==> config.mk <==
export PLATFORM = sky130hd
export DESIGN_NAME = fr_normalizer
export DESIGN_NICKNAME = d
export VERILOG_FILES = /design/src/rtl/fr_normalizer.sv
export SDC_FILE = /design/constraint.sdc
export NUM_CORES = 1
export LEC_CHECK = 0
export ABC_AREA = 1
export BUFFER_PORTS_ARGS = -buffer_cell sky130_fd_sc_hd__buf_2
export CAP_MARGIN = 0
export CORE_ASPECT_RATIO = 1.75
export CORE_UTILIZATION = 52
export CTS_CLUSTER_SIZE = 10
export DETAILED_ROUTE_END_ITERATION = 6
export PLACE_DENSITY_LB_ADDON = 0.1
export SLEW_MARGIN = 10
export SYNTH_ARGS = -nofsm -noshare
export SYNTH_HDL_FRONTEND = slang
export SYNTH_SLANG_ARGS = --single-unit
export TNS_END_PERCENT = 1
==> constraint.sdc <==
create_clock -name clock -period 2.86 [get_ports clock]
set_input_delay 0.286 -clock clock [delete_from_list [all_inputs] [get_ports clock]]
set_output_delay 0.286 -clock clock [all_outputs]
set_load 0.1 [all_outputs]
==> src/rtl/fr_normalizer.sv <==
// fr_normalizer: post-add normalizer for the FP MAC (exponent delay line, carry fix-up, LZC, shift/pack).
// Define FR_NORM_RNE_EN to round to nearest-even in the last stage; without it the result is truncated.
module fr_normalizer #(
  parameter int ADDER_LAT = 8,
  parameter int EXP_W     = 8,
  parameter int MAN_W     = 24
) (
  input  logic                   clock,
  input  logic                   resetn,
  input  logic                   valid_in,
  input  logic [EXP_W-1:0]       exp_in,
  input  logic [MAN_W-1:0]       sum_in,
  input  logic                   sign_in,
  input  logic                   carry_in,
  output logic [EXP_W+MAN_W-1:0] result_out,
  output logic                   valid_out,
  output logic                   zero_out,
  output logic                   ovf_out,
  output logic                   unf_out
);
  localparam int XW  = EXP_W + 2;
  localparam int LZW = $clog2(MAN_W + 1);
  localparam int RW  = EXP_W + MAN_W;

  typedef logic signed [XW-1:0] sexp_t;
  localparam sexp_t EXP_MAX = sexp_t'((1 << EXP_W) - 1);

  // Exponent delay line, aligned with the adder pipeline.
  logic [ADDER_LAT-1:0] dly_valid_q, dly_valid_d;
  logic [EXP_W-1:0]     dly_exp_q [ADDER_LAT];
  logic [EXP_W-1:0]     dly_exp_d [ADDER_LAT];

  always_comb begin
    dly_valid_d[0] = valid_in;
    dly_exp_d[0]   = exp_in;
    for (int i = 1; i < ADDER_LAT; i++) begin
      dly_valid_d[i] = dly_valid_q[i-1];
      dly_exp_d[i]   = dly_exp_q[i-1];
    end
  end

  // NOTE: state is updated with <= so every flop samples pre-edge values regardless of block order.
  // NOTE: the delay line is reset entry by entry, not left as memory, since a stale valid bit would emit a phantom result.
  always_ff @(posedge clock or negedge resetn) begin
    if (!resetn) begin
      dly_valid_q <= '0;
      for (int i = 0; i < ADDER_LAT; i++) dly_exp_q[i] <= '0;
    end else begin
      dly_valid_q <= dly_valid_d;
      dly_exp_q   <= dly_exp_d;
    end
  end

  // N1: carry fix-up.
  logic             n1_valid_q, n1_valid_d;
  logic             n1_sign_q, n1_sign_d;
  logic [MAN_W-1:0] n1_mant_q, n1_mant_d;
  sexp_t            n1_exp_q, n1_exp_d;
`ifdef FR_NORM_RNE_EN
  logic             n1_guard_q, n1_guard_d;
`endif

  // NOTE: each combinational output gets a default first so no path through the block infers a latch.
  always_comb begin
    n1_valid_d = dly_valid_q[ADDER_LAT-1];
    n1_sign_d  = sign_in;
    n1_mant_d  = sum_in;
    n1_exp_d   = sexp_t'({2'b00, dly_exp_q[ADDER_LAT-1]});
`ifdef FR_NORM_RNE_EN
    n1_guard_d = 1'b0;
`endif
    if (carry_in) begin
      n1_mant_d = {1'b1, sum_in[MAN_W-1:1]};
      n1_exp_d  = n1_exp_d + sexp_t'(1);
`ifdef FR_NORM_RNE_EN
      n1_guard_d = sum_in[0];
`endif
    end
  end

  // N2: leading-zero count.
  logic             n2_valid_q, n2_valid_d;
  logic             n2_sign_q, n2_sign_d;
  logic             n2_zero_q, n2_zero_d;
  logic [MAN_W-1:0] n2_mant_q, n2_mant_d;
  sexp_t            n2_exp_q, n2_exp_d;
  logic [LZW-1:0]   n2_lzc_q, n2_lzc_d;
`ifdef FR_NORM_RNE_EN
  logic             n2_guard_q, n2_guard_d;
`endif

  always_comb begin
    n2_valid_d = n1_valid_q;
    n2_sign_d  = n1_sign_q;
    n2_mant_d  = n1_mant_q;
    n2_exp_d   = n1_exp_q;
    n2_zero_d  = (n1_mant_q == '0);
`ifdef FR_NORM_RNE_EN
    n2_guard_d = n1_guard_q;
`endif
    // Ascending scan: the last hit is the most significant set bit.
    n2_lzc_d = LZW'(MAN_W);
    for (int i = 0; i < MAN_W; i++) begin
      if (n1_mant_q[i]) n2_lzc_d = LZW'(MAN_W - 1 - i);
    end
  end

  // N3: shift, exponent adjust, optional rounding, range checks and pack.
  logic [RW-1:0]    result_q, result_d;
  logic             valid_q, valid_d;
  logic             zero_q, zero_d;
  logic             ovf_q, ovf_d;
  logic             unf_q, unf_d;
  sexp_t            exp_fin;
  logic [MAN_W-2:0] frac_fin;
`ifdef FR_NORM_RNE_EN
  logic [MAN_W-1:0] mant_sh;
  logic [MAN_W:0]   mant_rnd;
`endif

  always_comb begin
`ifdef FR_NORM_RNE_EN
    mant_sh  = n2_mant_q << n2_lzc_q;
    // Guard is only set when lzc is 0 and sticky is always 0, so a set guard is an exact tie.
    mant_rnd = {1'b0, mant_sh} + (MAN_W+1)'(n2_guard_q & mant_sh[0]);
    frac_fin = (MAN_W-1)'(mant_rnd);
    exp_fin  = n2_exp_q - sexp_t'(n2_lzc_q) + sexp_t'(mant_rnd[MAN_W]);
`else
    frac_fin = (MAN_W-1)'(n2_mant_q << n2_lzc_q);
    exp_fin  = n2_exp_q - sexp_t'(n2_lzc_q);
`endif
    valid_d  = n2_valid_q;
    zero_d   = 1'b0;
    ovf_d    = 1'b0;
    unf_d    = 1'b0;
    result_d = {n2_sign_q, exp_fin[EXP_W-1:0], frac_fin};
    if (n2_zero_q) begin
      result_d = '0;
      zero_d   = n2_valid_q;
    end else if (exp_fin < sexp_t'(1)) begin
      result_d = '0;
      unf_d    = n2_valid_q;
    end else if (exp_fin >= EXP_MAX) begin
      result_d = {n2_sign_q, {EXP_W{1'b1}}, {(MAN_W-1){1'b0}}};
      ovf_d    = n2_valid_q;
    end
  end

  always_ff @(posedge clock or negedge resetn) begin
    if (!resetn) begin
      n1_valid_q <= 1'b0;
      n1_sign_q  <= 1'b0;
      n1_mant_q  <= '0;
      n1_exp_q   <= '0;
      n2_valid_q <= 1'b0;
      n2_sign_q  <= 1'b0;
      n2_zero_q  <= 1'b0;
      n2_mant_q  <= '0;
      n2_exp_q   <= '0;
      n2_lzc_q   <= '0;
`ifdef FR_NORM_RNE_EN
      n1_guard_q <= 1'b0;
      n2_guard_q <= 1'b0;
`endif
      result_q   <= '0;
      valid_q    <= 1'b0;
      zero_q     <= 1'b0;
      ovf_q      <= 1'b0;
      unf_q      <= 1'b0;
    end else begin
      n1_valid_q <= n1_valid_d;
      n1_sign_q  <= n1_sign_d;
      n1_mant_q  <= n1_mant_d;
      n1_exp_q   <= n1_exp_d;
      n2_valid_q <= n2_valid_d;
      n2_sign_q  <= n2_sign_d;
      n2_zero_q  <= n2_zero_d;
      n2_mant_q  <= n2_mant_d;
      n2_exp_q   <= n2_exp_d;
      n2_lzc_q   <= n2_lzc_d;
`ifdef FR_NORM_RNE_EN
      n1_guard_q <= n1_guard_d;
      n2_guard_q <= n2_guard_d;
`endif
      result_q   <= result_d;
      valid_q    <= valid_d;
      zero_q     <= zero_d;
      ovf_q      <= ovf_d;
      unf_q      <= unf_d;
    end
  end

  assign result_out = result_q;
  assign valid_out  = valid_q;
  assign zero_out   = zero_q;
  assign ovf_out    = ovf_q;
  assign unf_out    = unf_q;

endmodule
### After elaboration in Yosys (flattened, before gate mapping)

Index checks and enable logic that the tools add are counted.

| word-level totals | value |
|---|---|
| word-level logic and storage cells | 65 |
| bits of input ports | 37 |
| flip-flop bits (word level) | 186 |
| output and inout bits | 36 |

| operators by class | value |
|---|---|
| shift-type cells | 1 |
| reduce and logical (&&, ||, !) cells | 1 |
| add/subtract/negate cells | 2 |
| order comparisons | 2 |
| muxes and demuxes | 35 |

Operators by type and width:

| kind | number |
|---|---|
| 5-bit two-way mux | 21 |
| 32-bit two-way mux | 2 |
| 31-bit two-way mux | 1 |
| 24-bit logical NOT | 1 |
| 24-bit two-way mux | 1 |
| 24-bit by 5-bit left shift with 23-bit output | 1 |
| 4-bit two-way mux | 3 |
| 10-bit by 9-bit greater-or-equal comparator with 1-bit output (second input constant) | 1 |
| 10-bit by 2-bit < comparator with 1-bit output (second input constant) | 1 |
| 10-bit by 6-bit subtractor with 10-bit output | 1 |
| 8-bit by 1-bit adder with 9-bit output (second input constant) | 1 |
| 9-bit two-way mux | 1 |
| 1-bit two-way mux | 6 |

### Logic depth before layout (Yosys ltp)

Gate-level depths: netlist (run 1).

| depth | value |
|---|---|
| word-level depth | 24 |
| gate-level depth with buffers | 23 |
| gate-level depth less buffers | 23 |

### Least setup slack after synthesis (run 1)

Ideal clock, no wire load.

| path | value |
|---|---|
| path type | flip-flop to flip-flop |
| start point | reg n2_lzc_q[1] |
| end point | reg result_q[27] (netlist: result_out[27]) |
| clock period less this slack | 2787 ps |
| arrival time | 2669 ps |
| cell stages (with the launch flop) | 18 |
| setup time | 118 ps |
| data required time | 2742 ps |
| path buffers | 4 |
| path slack | 73 ps |
| path through | dfrtp_1 > clkbuf_1 > inv_2 > buf_2 > buf_2 > fa_1 > a21oi_1 > o21bai_2 > nand2_2 > nand2_2 > nor3_1 > xor2_1 > o21bai_2 > nand2_2 > buf_6 > clkinv_4 > nor2_1 > nor2_2 |

| on the way | value |
|---|---|
| cells in the longest elaborated chain, start to end | 5 |
| elaborated cells between the ends (all ways) | 6 |
| classes of those cells | 1 x add/sub; 2 x order compare; 3 x mux |

RTL lines:

| what | RTL line | text |
|---|---|---|
| from (decl) | 87 | `logic [LZW-1:0] n2_lzc_q, n2_lzc_d;` |
| from (signal assigned) | 180 | `n2_lzc_q <= n2_lzc_d;` |
| 10-bit by 6-bit subtractor with 10-bit output * | 130 | `exp_fin = n2_exp_q - sexp_t'(n2_lzc_q);` |
| 10-bit by 9-bit greater-or-equal comparator with 1-bit output | 143 | `end else if (exp_fin >= EXP_MAX) begin` |
| 31-bit two-way mux | 143 |  |
| 32-bit two-way mux * | 140 | `end else if (exp_fin < sexp_t'(1)) begin` |
| 32-bit two-way mux * | 137 | `if (n2_zero_q) begin` |
| named net result_d[27] | 109 | `logic [RW-1:0] result_q, result_d;` |
| to (signal assigned) | 185 | `result_q <= result_d;` |
| to (decl) | 109 |  |

Mark *: on every way through the listed nets, which the timed path passes. The rest lies on a longest branch.

### Final worst setup path (run 1)

| path | value |
|---|---|
| start point | reg n2_exp_q[0] |
| end point | reg result_q[28] (netlist: result_out[28]) |

| on the way | value |
|---|---|
| cells in the longest elaborated chain, start to end | 5 |
| elaborated cells between the ends (all ways) | 6 |
| classes of those cells | 1 x add/sub; 2 x order compare; 3 x mux |

RTL lines:

| what | RTL line | text |
|---|---|---|
| from (decl) | 86 | `sexp_t n2_exp_q, n2_exp_d;` |
| from (signal assigned) | 179 | `n2_exp_q <= n2_exp_d;` |
| 10-bit by 6-bit subtractor with 10-bit output * | 130 |  |
| 10-bit by 9-bit greater-or-equal comparator with 1-bit output | 143 |  |
| 31-bit two-way mux | 143 |  |
| 32-bit two-way mux * | 140 |  |
| 32-bit two-way mux * | 137 |  |
| named net result_d[28] | 109 |  |

Marks and branches as above.

==> metrics.md, run 1 <==
| Metric | Value |
|---|---|
| Reg2Reg Setup Slack | `0.23 ns` |
| Post-Route Hold Slack | `0.0511 ns` |
| Die height | `154 um` |
| Max H-tree Level | `4` |
| Clk buf depth | `2` |
| CTS tree | `yes` |
| MaxCap Viol Count | `0` |
| Initial antenna violation count | `0` |
| Syn_nets | `695` |
| Post-Place Setup Slack | `~0.16 ns` |
| P per Cell Area | `788 nW/um^2` |
| Required time of the critical path | `3.16 ns` |
| Setup ws final | `between 0.2 and 0.25 ns` |
| Die ar. | `between 10,000 and 15,000 um^2` |
| Vias per cell | `4.83` |
| Final hold viol count | `0` |
| Min Tclk post-route | `2.63 ns` |
| Cells along the critical path | `inv_1 -> ha_1 -> inv_1 -> fa_1 -> a21oi_1 -> o21bai_2 -> nand2_2 -> nand2_2 -> xor2_1 -> inv_1 -> nor4_1 -> nand2_1 -> o21ai_2 -> inv_4 -> nand2_4 -> a21oi_1` |
| Setup crit end | `result_out[28]` |
| Pins over their slew limit | `0` |
| Row Count | `55` |
| Initial DRC Count | `211` |
| Max_slew headroom | `56.5%` |
| Cell Area, Placed | `7460 um^2` |
| Reg-to-Reg End | `result_out[28]` |
| WL final | `about 11,000 um` |
| Ant. Diodes | `0` |
| TritonRoute pass-1 iters | `4` |
| Via count | `roughly 4.5k` |
| Synth warn | `0` |
| Number of flops mapped to enable cells by yosys | `0` |
| Fmax achieved | `around 0.38 GHz` |
| Area Growth Syn to Fin | `19.8%` |
| Routability Congestion | `about 0.81` |
| Slowest-stage cell, CP | `fa_1` |
| Final setup viols | `0` |
| Starting Density | `around 53%` |
| Top FF cell, synth | `dfrtp_1` |
| Run status | `finished clean` |
| Layout cells sized above 1 | `a little under a fifth` |
| Synth Register Bits | `183` |
| Fin crit share | `91.8%` |
| Non-Filler Instances | `928` |
| Number of global-route vias before repair | `4,527` |
| IO buf count | `72` |
| LEAKAGE | `0.00415 uW` |
| Slew @ Worst Pin | `0.653 ns` |
| Grt total ovfl | `0` |
| Post-DRT Antenna Nets | `0` |
| Hpwl dp | `8320 um` |
| Netlist cell types | `40` |
| CP max stage delay | `0.40 ns` |
| Setup Buffers After CTS | `0` |
| Worst R2R Start | `n2_exp_q[0]` |
| Final instance area | `approximately 8000 um^2` |
| DIE WIDTH | `just under 90 um` |
| CTS clk-pin slew, worst paths | `~0.080 ns` |
| Worst setup startpoint | `n2_exp_q[0]` |
| Arr. time, crit path | `2.93 ns` |
| Hold Path Class | `input port to register` |
| CP most frequent cell | `inv_1` |
| Drc violations | `0` |
| Largest net degree at the start of global routing | `76` |
| Gr usage total | `around a fifth` |
| Placed Cells incl. Taps | `885` |
| Wire per inst | `12.4 um` |
| Nets | `788` |
| Fillers | `1,071` |
| Synth Area per Inst | `10.5 um^2` |
| Crit-path max FO | `9` |
| Peak supply drop | `0.000482 V` |
| First-pass GRT wire length | `20,000 um` |
| Root buf cell | `clkbuf_16` |
| Fin Clk Skew | `0.0114 ns` |
| Register area share after synthesis | `66.7%` |
| R2R depth | `16` |
| RSZ-0062 raised after global routing | `false` |
| Synth async-reset ratio | `100%` |
| # IOs | `73` |
| CP startpoint kind | `register` |
| Critical path class | `register to register` |
| Sink Count | `183` |
| Number of buffers created by CTS | `17` |
| Final TNS setup | `0 ns` |
| Core area | `~13,000 um^2` |
| Mapped Cells | `651` |
| Post-Syn Area | `6860 um^2` |
| Clock Latency Late Sink | `~0.43 ns` |
| Critical path capture point type | `register` |
## sequential cells by signal, indices dropped and copies added, names as in the netlist, 5 cells and up
register and count:
n1_mant_q 24, n2_mant_q 23, dly_exp_d 56, result_out 32
dly_valid_q 8, n2_lzc_q 5, n1_exp_q 9, n2_exp_q 9
dly_exp_q 8
## cells in the mapped netlist (2+ instances only)
cell	instances	area share [%]
a21oi_1	17	1.2
a22oi_1	4	0.44
a31oi_1	3	0.27
a32oi_1	3	0.38
buf_2	7	0.51
clkbuf_1	11	0.60
clkinv_1	3	0.16
dfrtp_1	183	67
ha_1	6	1.1
inv_1	66	3.6
mux2i_1	7	1.0
nand2_1	169	9.2
nand2_2	4	0.36
nand2_4	2	0.33
nand3_1	17	1.2
nand3_4	2	0.51
nand4_1	3	0.27
nor2_1	39	2.1
nor2_2	4	0.36
nor3_1	9	0.66
nor4_1	7	0.64
o211ai_1	8	0.88
o21ai_0	43	3.1
o21bai_1	2	0.22
o21bai_2	2	0.33
o22ai_1	3	0.27
or2_2	3	0.27
xnor2_1	2	0.26
xor2_1	11	1.4
## routing by layer
layer  vias to the layer above  routed length, um  global-route usage, %
met5                         -                  0                      0
met4                         0                215                   6.68
met3                        17                316                   4.40
met2                        89               6270                   34.6
met1                      2119               4660                   21.4
li1                       2254                  -                      -
## area by class of cell
class	count	area [um^2]	area share (%)
clock inverters	15	220	2.68
multi-input cells	376	1920	23.3
well taps	171	214	2.60
repair buffers	94	584	7.11
clock buffers	17	425	5.18
flip-flops and latches	183	4580	55.7
inverters	72	278	3.38
## repair_timing
item,in CTS,in global routing
gates resized for setup,0,1
endpoints found under the setup margin,0,2
hold buffers,11,0
hold endpoints to repair,83,0
## metrics by stage
step                      util (%)  power (uW)
after floorplan                  -        3810
after global placement        58.0        4060
after detailed placement      58.0        4080
after CTS                     63.8        6550
final                         63.9        6480
after global routing          63.9        6770
## report_power, final
part	total [uW]	internal, uW	switching [uW]
logic	1180	238	944
clock network	2440	1240	1200
registers	2860	2780	71.3
## worst min-delay path by stage
| stage | start | to | slack [ns] | cells past startpoint |
|---|---|---|---|---|
| floorplan | resetn | dly_exp_d[0] | -0.01 | 0 |
| global placement | dly_valid_q[3] | dly_valid_q[4] | 0.33 | 0 |
| detailed placement | dly_exp_d[19] | dly_exp_d[11] | 0.33 | 0 |
| CTS | sum_in[23] | n1_mant_q[23] | 0.03 | 3 |
| global route | sum_in[19] | n1_mant_q[19] | 0.06 | 3 |
| finish | sum_in[23] | n1_mant_q[23] | 0.05 | 3 |
## worst max-delay path, delay by kind of cell, from the launching register on
kind	cells	cell delay (ns)
AND/OR/NAND/NOR	5	0.58
AO/OA/AOI/OAI	4	0.56
adder cells (fa/ha/maj)	2	0.53
flip-flops	1	0.36
buffers and inverters	4	0.31
XOR/XNOR	1	0.17
## placed cells by master (no fill, tap or decap), types with 2 or more instances in the layout
cell type      instances
xor2_1                11
nand3_1               17
ha_1                   6
dfrtp_1              183
inv_1                 66
a31oi_1                3
nand2_1              169
dlygate4sd3_1         11
buf_12                 2
nand2_2                3
o211ai_1               8
inv_6                  2
clkbuf_16             17
xnor2_1                2
a21oi_1               17
nor2_2                 4
nor3_1                 9
inv_12                 7
mux2i_1                7
or2_2                  3
nand4_1                3
clkinv_1               3
buf_2                 71
o22ai_1                3
clkinv_8               3
buf_4                  9
a22oi_1                4
nand3_4                2
a32oi_1                3
nor2_1                39
o21bai_1               2
o21ai_0               43
clkinv_4               2
nand2_4                3
nor4_1                 7
o21bai_2               2
## cell families after synthesis
kind of cell             synth area share [%]
AND/OR/NAND/NOR                          16.3
flip-flops                               66.7
buffers and inverters                    5.38
AO/OA/AOI/OAI                            7.53
XOR/XNOR                                 1.66
multiplexers                             1.02
adder cells (fa/ha/maj)                  1.39
No activity file was read; power rests on OpenSTA's default activity.
==> run 2, diff against run 1 <==
CORE_UTILIZATION = 60   (was 52)
clock period = 3.21 ns   (was 2.86 ns; I/O delays follow)
==> run 2 against run 1 <==
Net effect: worst setup slack improved by 0.23 ns; sequential share of layout area increased by 0.55 points; clock skew decreased by 0.00074 ns; combinational power decreased by 10%; count of clock-buffer cells in the layout unchanged; first-iteration DRC count decreased by 33%; cell count decreased by 4.2%; maximum frequency decreased by 4.5%; die area decreased by 13%; largest cell class unchanged.
==> metrics.md, run 2 (synthesis gave the netlist of run 1 again) <==
| Metric | Value |
|---|---|
| Run status | `finished clean` |
| Fmax achieved | `0.364 GHz` |
| RSZ-0062 raised after global routing | `false` |
| Met1 Use GR | `about 25%` |
| WL final | `about 13,000 um` |
| First-pass GRT wire length | `approximately 22,000 um` |
| Layout cells sized above 1 | `a little under a fifth` |
| Max_slew headroom | `50.3%` |
| Max H-tree Level | `4` |
| Worst path bufs/invs | `1` |
| LEAKAGE | `0.00413 uW` |
| HP Start | `sum_in[23]` |
| Hpwl dp | `8630 um` |
| MaxCap Viol Count | `0` |
| CP max stage delay | `0.45 ns` |
| Initial DRC Count | `between 100 and 150` |
| Largest net degree at the start of global routing | `87` |
| Grt total ovfl | `0` |
| Via count | `4,583` |
| Routability Congestion | `0.814` |
| Required time of the critical path | `roughly 3.5 ns` |
| Clock Latency Late Sink | `about 0.43 ns` |
| Fin crit share | `85.7%` |
| Leading cell type in the layout, fill and taps excluded | `dfrtp_1` |
| Slowest-stage cell, CP | `ha_1` |
| CP startpoint kind | `register` |
| # IOs | `73` |
| Vias per cell | `roughly 5.2` |
| Non-Filler Instances | `889` |
| Worst setup startpoint | `n2_lzc_q[4]` |
| Number of global-route vias before repair | `4,631` |
| CTS tree | `yes` |
| Worst R2R Start | `n2_lzc_q[4]` |
| Hold Crit Depth | `3` |
| Row Count | `51` |
| Core area | `about 11,000 um^2` |
| Die ar. | `11,900 um^2` |
| Clk buf depth | `2` |
| Crit-path max FO | `11` |
| Reg-to-Reg End | `result_out[2]` |
| Gr usage total | `about a quarter` |
| Cells along the critical path | `clkinv_1 -> ha_1 -> a21oi_1 -> nand2_1 -> nor2_2 -> xor2_1 -> nand4_1 -> o21bai_2 -> nand2_2 -> nand3_4 -> nor3_1` |
| IO buf count | `72` |
| GR met2 Demand/Resource | `between 40 and 50%` |
| Area Growth Syn to Fin | `18.6%` |
| Max FFs per register | `56` |
| CP delay by family, top | `simple AND/OR/NAND/NOR gates` |
| Peak supply drop | `0.000610 V` |
| Min Tclk post-route | `2.75 ns` |
| Arr. time, crit path | `3.05 ns` |
| Fillers | `779` |
| CTS clk-pin slew, worst paths | `around 0.070 ns` |
| Initial antenna violation count | `0` |
| Final TNS setup | `0 ns` |
| Number of buffers created by CTS | `17` |
| Pins over their slew limit | `0` |
| Placed Cells incl. Taps | `between 800 and 900` |
| Reg2Reg Setup Slack | `0.46 ns` |
| DIE WIDTH | `82.8 um` |
| Commonest non-fill, non-tap cells in the layout | `183 x dfrtp_1, 169 x nand2_1, 71 x buf_2` |
| TritonRoute pass-1 iters | `6` |
| Die height | `143 um` |
| Hold Path Class | `input port to register` |
| Ant. Diodes | `0` |
| Fin Clk Skew | `0.0106 ns` |
| Critical path class | `register to register` |
| Starting Density | `61.8%` |
| P per Cell Area | `710 nW/um^2` |
| Wire per inst | `14.3 um` |
| Met3 global-route usage | `around 4.4%` |
| Post_cts resized | `0` |
| Critical path capture point type | `register` |
| Root buf cell | `clkbuf_16` |
| Busiest grt layer | `met2` |
| Hold EP | `n1_mant_q[23]` |
| Multi-input logic area | `1910 um^2` |
| R2R depth | `11` |
| Nets | `between 700 and 800` |
| Final hold viol count | `0` |
| Post-DRT Antenna Nets | `0` |
| Sink Count | `approximately 180` |
| Storage element area | `4580 um^2` |
| Final setup viols | `0` |
| Drc violations | `0` |
| Slew @ Worst Pin | `0.745 ns` |
-- run 2: cell types whose count changed in the layout (fill, tap and decap cells not counted), moves of 2 or more --
cell      before  now
inv_12         7    3
inv_6          2    0
buf_12         2    0
inv_8          1    3
clkinv_8       3    5
buf_4          9   11
-- run 2: timing repair --
item                      4_1_cts  5_1_grt
hold buffers                   11        0
hold endpoints to repair       92        0
setup buffers                   0        0
-- run 2: power breakdown --
group	internal, uW	switching, uW	leakage [uW]
Sequential	2480	67.7	0.00218
Clock	1150	1030	0.000307
Combinational	210	847	0.00164
-- run 2: worst max path at each step --
| stage | to | slack [ns] | cells after the start |
|---|---|---|---|
| 6_report | result_out[2] | 0.46 | 11 |
| 3_5_place_dp | result_out[0] | 0.49 | 14 |
| 4_1_cts | result_out[0] | 0.44 | 14 |
| 3_3_place_gp | result_out[0] | 0.67 | 14 |
| 2_1_floorplan | result_out[27] | 0.42 | 17 |
| 5_1_grt | result_out[0] | 0.18 | 12 |
-- run 2: worst reg2reg max path, stage by stage (launching register included) --
cell      delay (ns)
dfrtp_1         0.39
clkinv_1        0.28
ha_1            0.45
a21oi_1         0.21
nand2_1         0.09
nor2_2          0.13
xor2_1          0.27
nand4_1         0.16
o21bai_2        0.16
nand2_2         0.22
nand3_4         0.21
nor3_1          0.06
-- run 2: cell type report --
| cell class | instances | area share, % |
|---|---|---|
| clock buffer | 17 | 5.23 |
| clock inverter | 15 | 2.69 |
| inverter | 72 | 3.41 |
| multi-input combinational | 376 | 23.5 |
| sequential | 183 | 56.3 |
| tap | 132 | 2.03 |
| timing repair buffer | 94 | 6.87 |
-- run 2: per-stage QoR --
step           instance area [um^2]  hold slack [ns]  setup WS, ns  util [%]  power (uW)
2_1_floorplan                  6860           0.0254         0.423         -        3390
3_3_place_gp                   7380            0.332         0.668      66.5        3610
3_5_place_dp                   7380            0.335         0.488      66.5        3640
4_1_cts                        8140           0.0676         0.436      73.3        5830
5_1_grt                        8140           0.0796         0.177      73.3        6020
6_report                       8140           0.0779         0.460      73.3        5780
-- run 2: per-layer routing --
metal | vias up | part of all wire, %
met1 | 2210 | 38
met5 | - | 0
li1 | 2257 | -
met2 | 96 | 58
met4 | 0 | 1.9
met3 | 20 | 2.5
==> run 3, diff against run 2 <==
ABC_AREA = default   (was 1)
CORE_ASPECT_RATIO = default   (was 1.75)
==> run 3 against run 2 <==
Net effect: final area increased by 0.88%; synthesized cell count decreased by 25%; cell count decreased by 17%; core utilization increased by 0.81 points; combinational power about the same; power decreased by 1.5%; clock skew decreased by 0.0024 ns; highest routed layer unchanged.
==> metrics.md, run 3 <==
| Metric | Value |
|---|---|
| MaxCap Viol Count | `0` |
| Worst setup startpoint | `n2_lzc_q[3]` |
| RSZ-0062 raised after global routing | `false` |
| Syn_nets | `532` |
| Area leader, netlist | `dfrtp_1` |
| TritonRoute pass-1 iters | `4` |
| Top FF cell, synth | `dfrtp_1` |
| First-pass GRT wire length | `20,500 um` |
| Drc violations | `0` |
| Sink Count | `around 180` |
| Synth warn | `0` |
| Most common cell in the netlist | `dfrtp_1` |
| Max_slew headroom | `57.1%` |
| Post-Syn Area | `roughly 7000 um^2` |
| Required time of the critical path | `~3.5 ns` |
| Fillers | `about 710` |
| Commonest non-fill, non-tap cells in the layout | `183 x dfrtp_1, 71 x buf_2, 38 x nor2_1` |
| Peak supply drop | `0.000630 V` |
| Yosys top cell area share | `65.7%` |
| Most frequent cells after synthesis | `183 x dfrtp_1, 38 x nor2_1, 36 x mux2_2, 24 x nand2_1, 17 x a21oi_1` |
| Non-Filler Instances | `735` |
| Final instance area | `8210 um^2` |
| Finished Core Util | `around three quarters` |
| Nets | `around 630` |
| Die ar. | `~12,000 um^2` |
| Root buf cell | `clkbuf_16` |
| Final hold viol count | `0` |
| Critical path capture point type | `register` |
| P per Cell Area | `~700 nW/um^2` |
| Pins over their slew limit | `0` |
| Hold Path Class | `input port to register` |
| Cell Area, Placed | `7490 um^2` |
| Starting Density | `around 63%` |
| Synth async-reset ratio | `100%` |
| # IOs | `73` |
| Via count | `4,109` |
| Clock Latency Late Sink | `~0.43 ns` |
| Row Count | `38` |
| CTS clk-pin slew, worst paths | `0.07 ns` |
| Fin Clk Skew | `0.00825 ns` |
| Max H-tree Level | `4` |
| Synth Area per Inst | `14.3 um^2` |
| Wire per inst | `~16 um` |
| Worst R2R Start | `n2_lzc_q[3]` |
| Slew @ Worst Pin | `0.644 ns` |
| Run status | `finished clean` |
| Ant. Diodes | `0` |
| Core area | `11,100 um^2` |
| Largest net degree at the start of global routing | `77` |
| Die height | `110 um` |
| Design Power | `5700 uW` |
| Fin crit share | `87.9%` |
| Final TNS setup | `0 ns` |
| Register area share after synthesis | `65.7%` |
| WL final | `around 12,000 um` |
| Synth Register Bits | `approximately 180` |
| Number of flops mapped to enable cells by yosys | `0` |
| Post_cts resized | `0` |
| Area contributors post-synth | `dfrtp_1 66%, mux2_2 5.8%, mux4_2 4.5%, nor2_1 2.0%, mux2i_1 1.4%` |
| DIE WIDTH | `approximately 110 um` |
| Placed Cells incl. Taps | `roughly 700` |
| Initial DRC Count | `222` |
| Grt total ovfl | `0` |
| Routability Congestion | `0.859` |
| Crit-path max FO | `23` |
| Initial antenna violation count | `0` |
| Arr. time, crit path | `between 3 and 4 ns` |
| CTS tree | `yes` |
| Vias per cell | `5.59` |
| Layout cells sized above 1 | `around a third` |
| Clk buf depth | `2` |
| LEAKAGE | `0.00367 uW` |
| Leading cell type in the layout, fill and taps excluded | `dfrtp_1` |
| Netlist cell types | `between 60 and 70` |
| Hold_buf cts | `11` |
| Critical path class | `register to register` |
| HP Start | `sum_in[23]` |
| Number of buffers created by CTS | `17` |
| Final setup viols | `0` |
| Fmax achieved | `0.355 GHz` |
| Max FFs per register | `56` |
| IO buf count | `72` |
| Hpwl dp | `approximately 8000 um` |
| CP startpoint kind | `register` |
| Setup Buffers After CTS | `0` |
| Number of global-route vias before repair | `4,130` |
| Min Tclk post-route | `2.82 ns` |
| Mapped Cells | `488` |
| Area Growth Syn to Fin | `17.9%` |
| Gr usage total | `23.2%` |
| Post-DRT Antenna Nets | `0` |
[run 3: cell count changes in the layout (fill, tap and decap cells not counted), moves of 6 or more]
cell,previous run,this run
mux2_2,0,36
nand2_1,169,24
nor4_2,0,8
nand3_1,17,5
xor2_1,11,4
nand2b_1,0,6
inv_1,66,15
o21ai_0,43,9
xnor2_1,2,9
mux4_2,0,14
o211ai_1,8,2
[run 3: power breakdown]
part | internal (uW) | switching, uW
sequential | 2480 | 85.4
combinational | 257 | 788
clock | 1190 | 892
[run 3: kinds of logic (layout without fill, tap and decap cells)]
kind of cell / count (synthesis) / in the layout / share of synthesized area (%)
multiplexers: 60 / 60 / 11.8
buffers and inverters: 34 / 141 / 2.23
AO/OA/AOI/OAI: 68 / 68 / 7.36
adder cells (fa/ha/maj): 7 / 7 / 1.36
flip-flops: 183 / 183 / 65.7
AND/OR/NAND/NOR: 123 / 123 / 9.90
XOR/XNOR: 13 / 13 / 1.63
[run 3: final cells by class]
type                       count  area, um^2  share of cell area [%]
tap                          140         175                    2.13
clock buffer                  19         443                    5.39
inverter                      18        67.6                   0.823
multi-input combinational    271        2230                    27.2
clock inverter                13         164                    2.00
timing repair buffer          91         549                    6.69
sequential                   183        4580                    55.8
[run 3: worst max-delay path, stage by stage, from the launching register on]
cell,delay [ns]
dfrtp_1,0.40
inv_1,0.28
ha_1,0.37
a21oi_1,0.19
nor2b_2,0.10
o41a_1,0.40
o32ai_2,0.19
o2bb2ai_2,0.10
buf_4,0.23
a2111oi_0,0.39
[run 3: worst paths after layout]
| kind | endpoint | slack [ns] | depth (start not counted) |
|---|---|---|---|
| setup / recovery | result_out[9] | 0.39 | 9 |
| hold / removal | n1_mant_q[23] | 0.1 | 2 |
| setup reg to reg | result_out[9] | 0.39 | 9 |
| hold reg to reg | dly_exp_d[32] | 0.35 | 0 |
| max in group asynchronous | result_out[1] | 1.87 | 3 |
| min in group asynchronous | valid_out | 0.47 | 2 |
[run 3: layer usage]
| metal | global-route usage (%) | part of all wire [%] | vias to the layer above |
|---|---|---|---|
| met1 | 30.6 | 44 | 2038 |
| met5 | 0 | 0 | - |
| met2 | 37.6 | 50 | 111 |
| met3 | 5.28 | 4.0 | 21 |
| met4 | 9.81 | 2.0 | 0 |
| li1 | - | - | 1939 |
[run 3: through the flow]
stage / setup slack [ns] / hold WS (ns)
finish: 0.389 / 0.0999
global route: 0.158 / 0.0895
CTS: 0.414 / 0.0782
detailed placement: 0.431 / 0.335
global placement: 0.494 / 0.331
floorplan: 0.444 / 0.0254
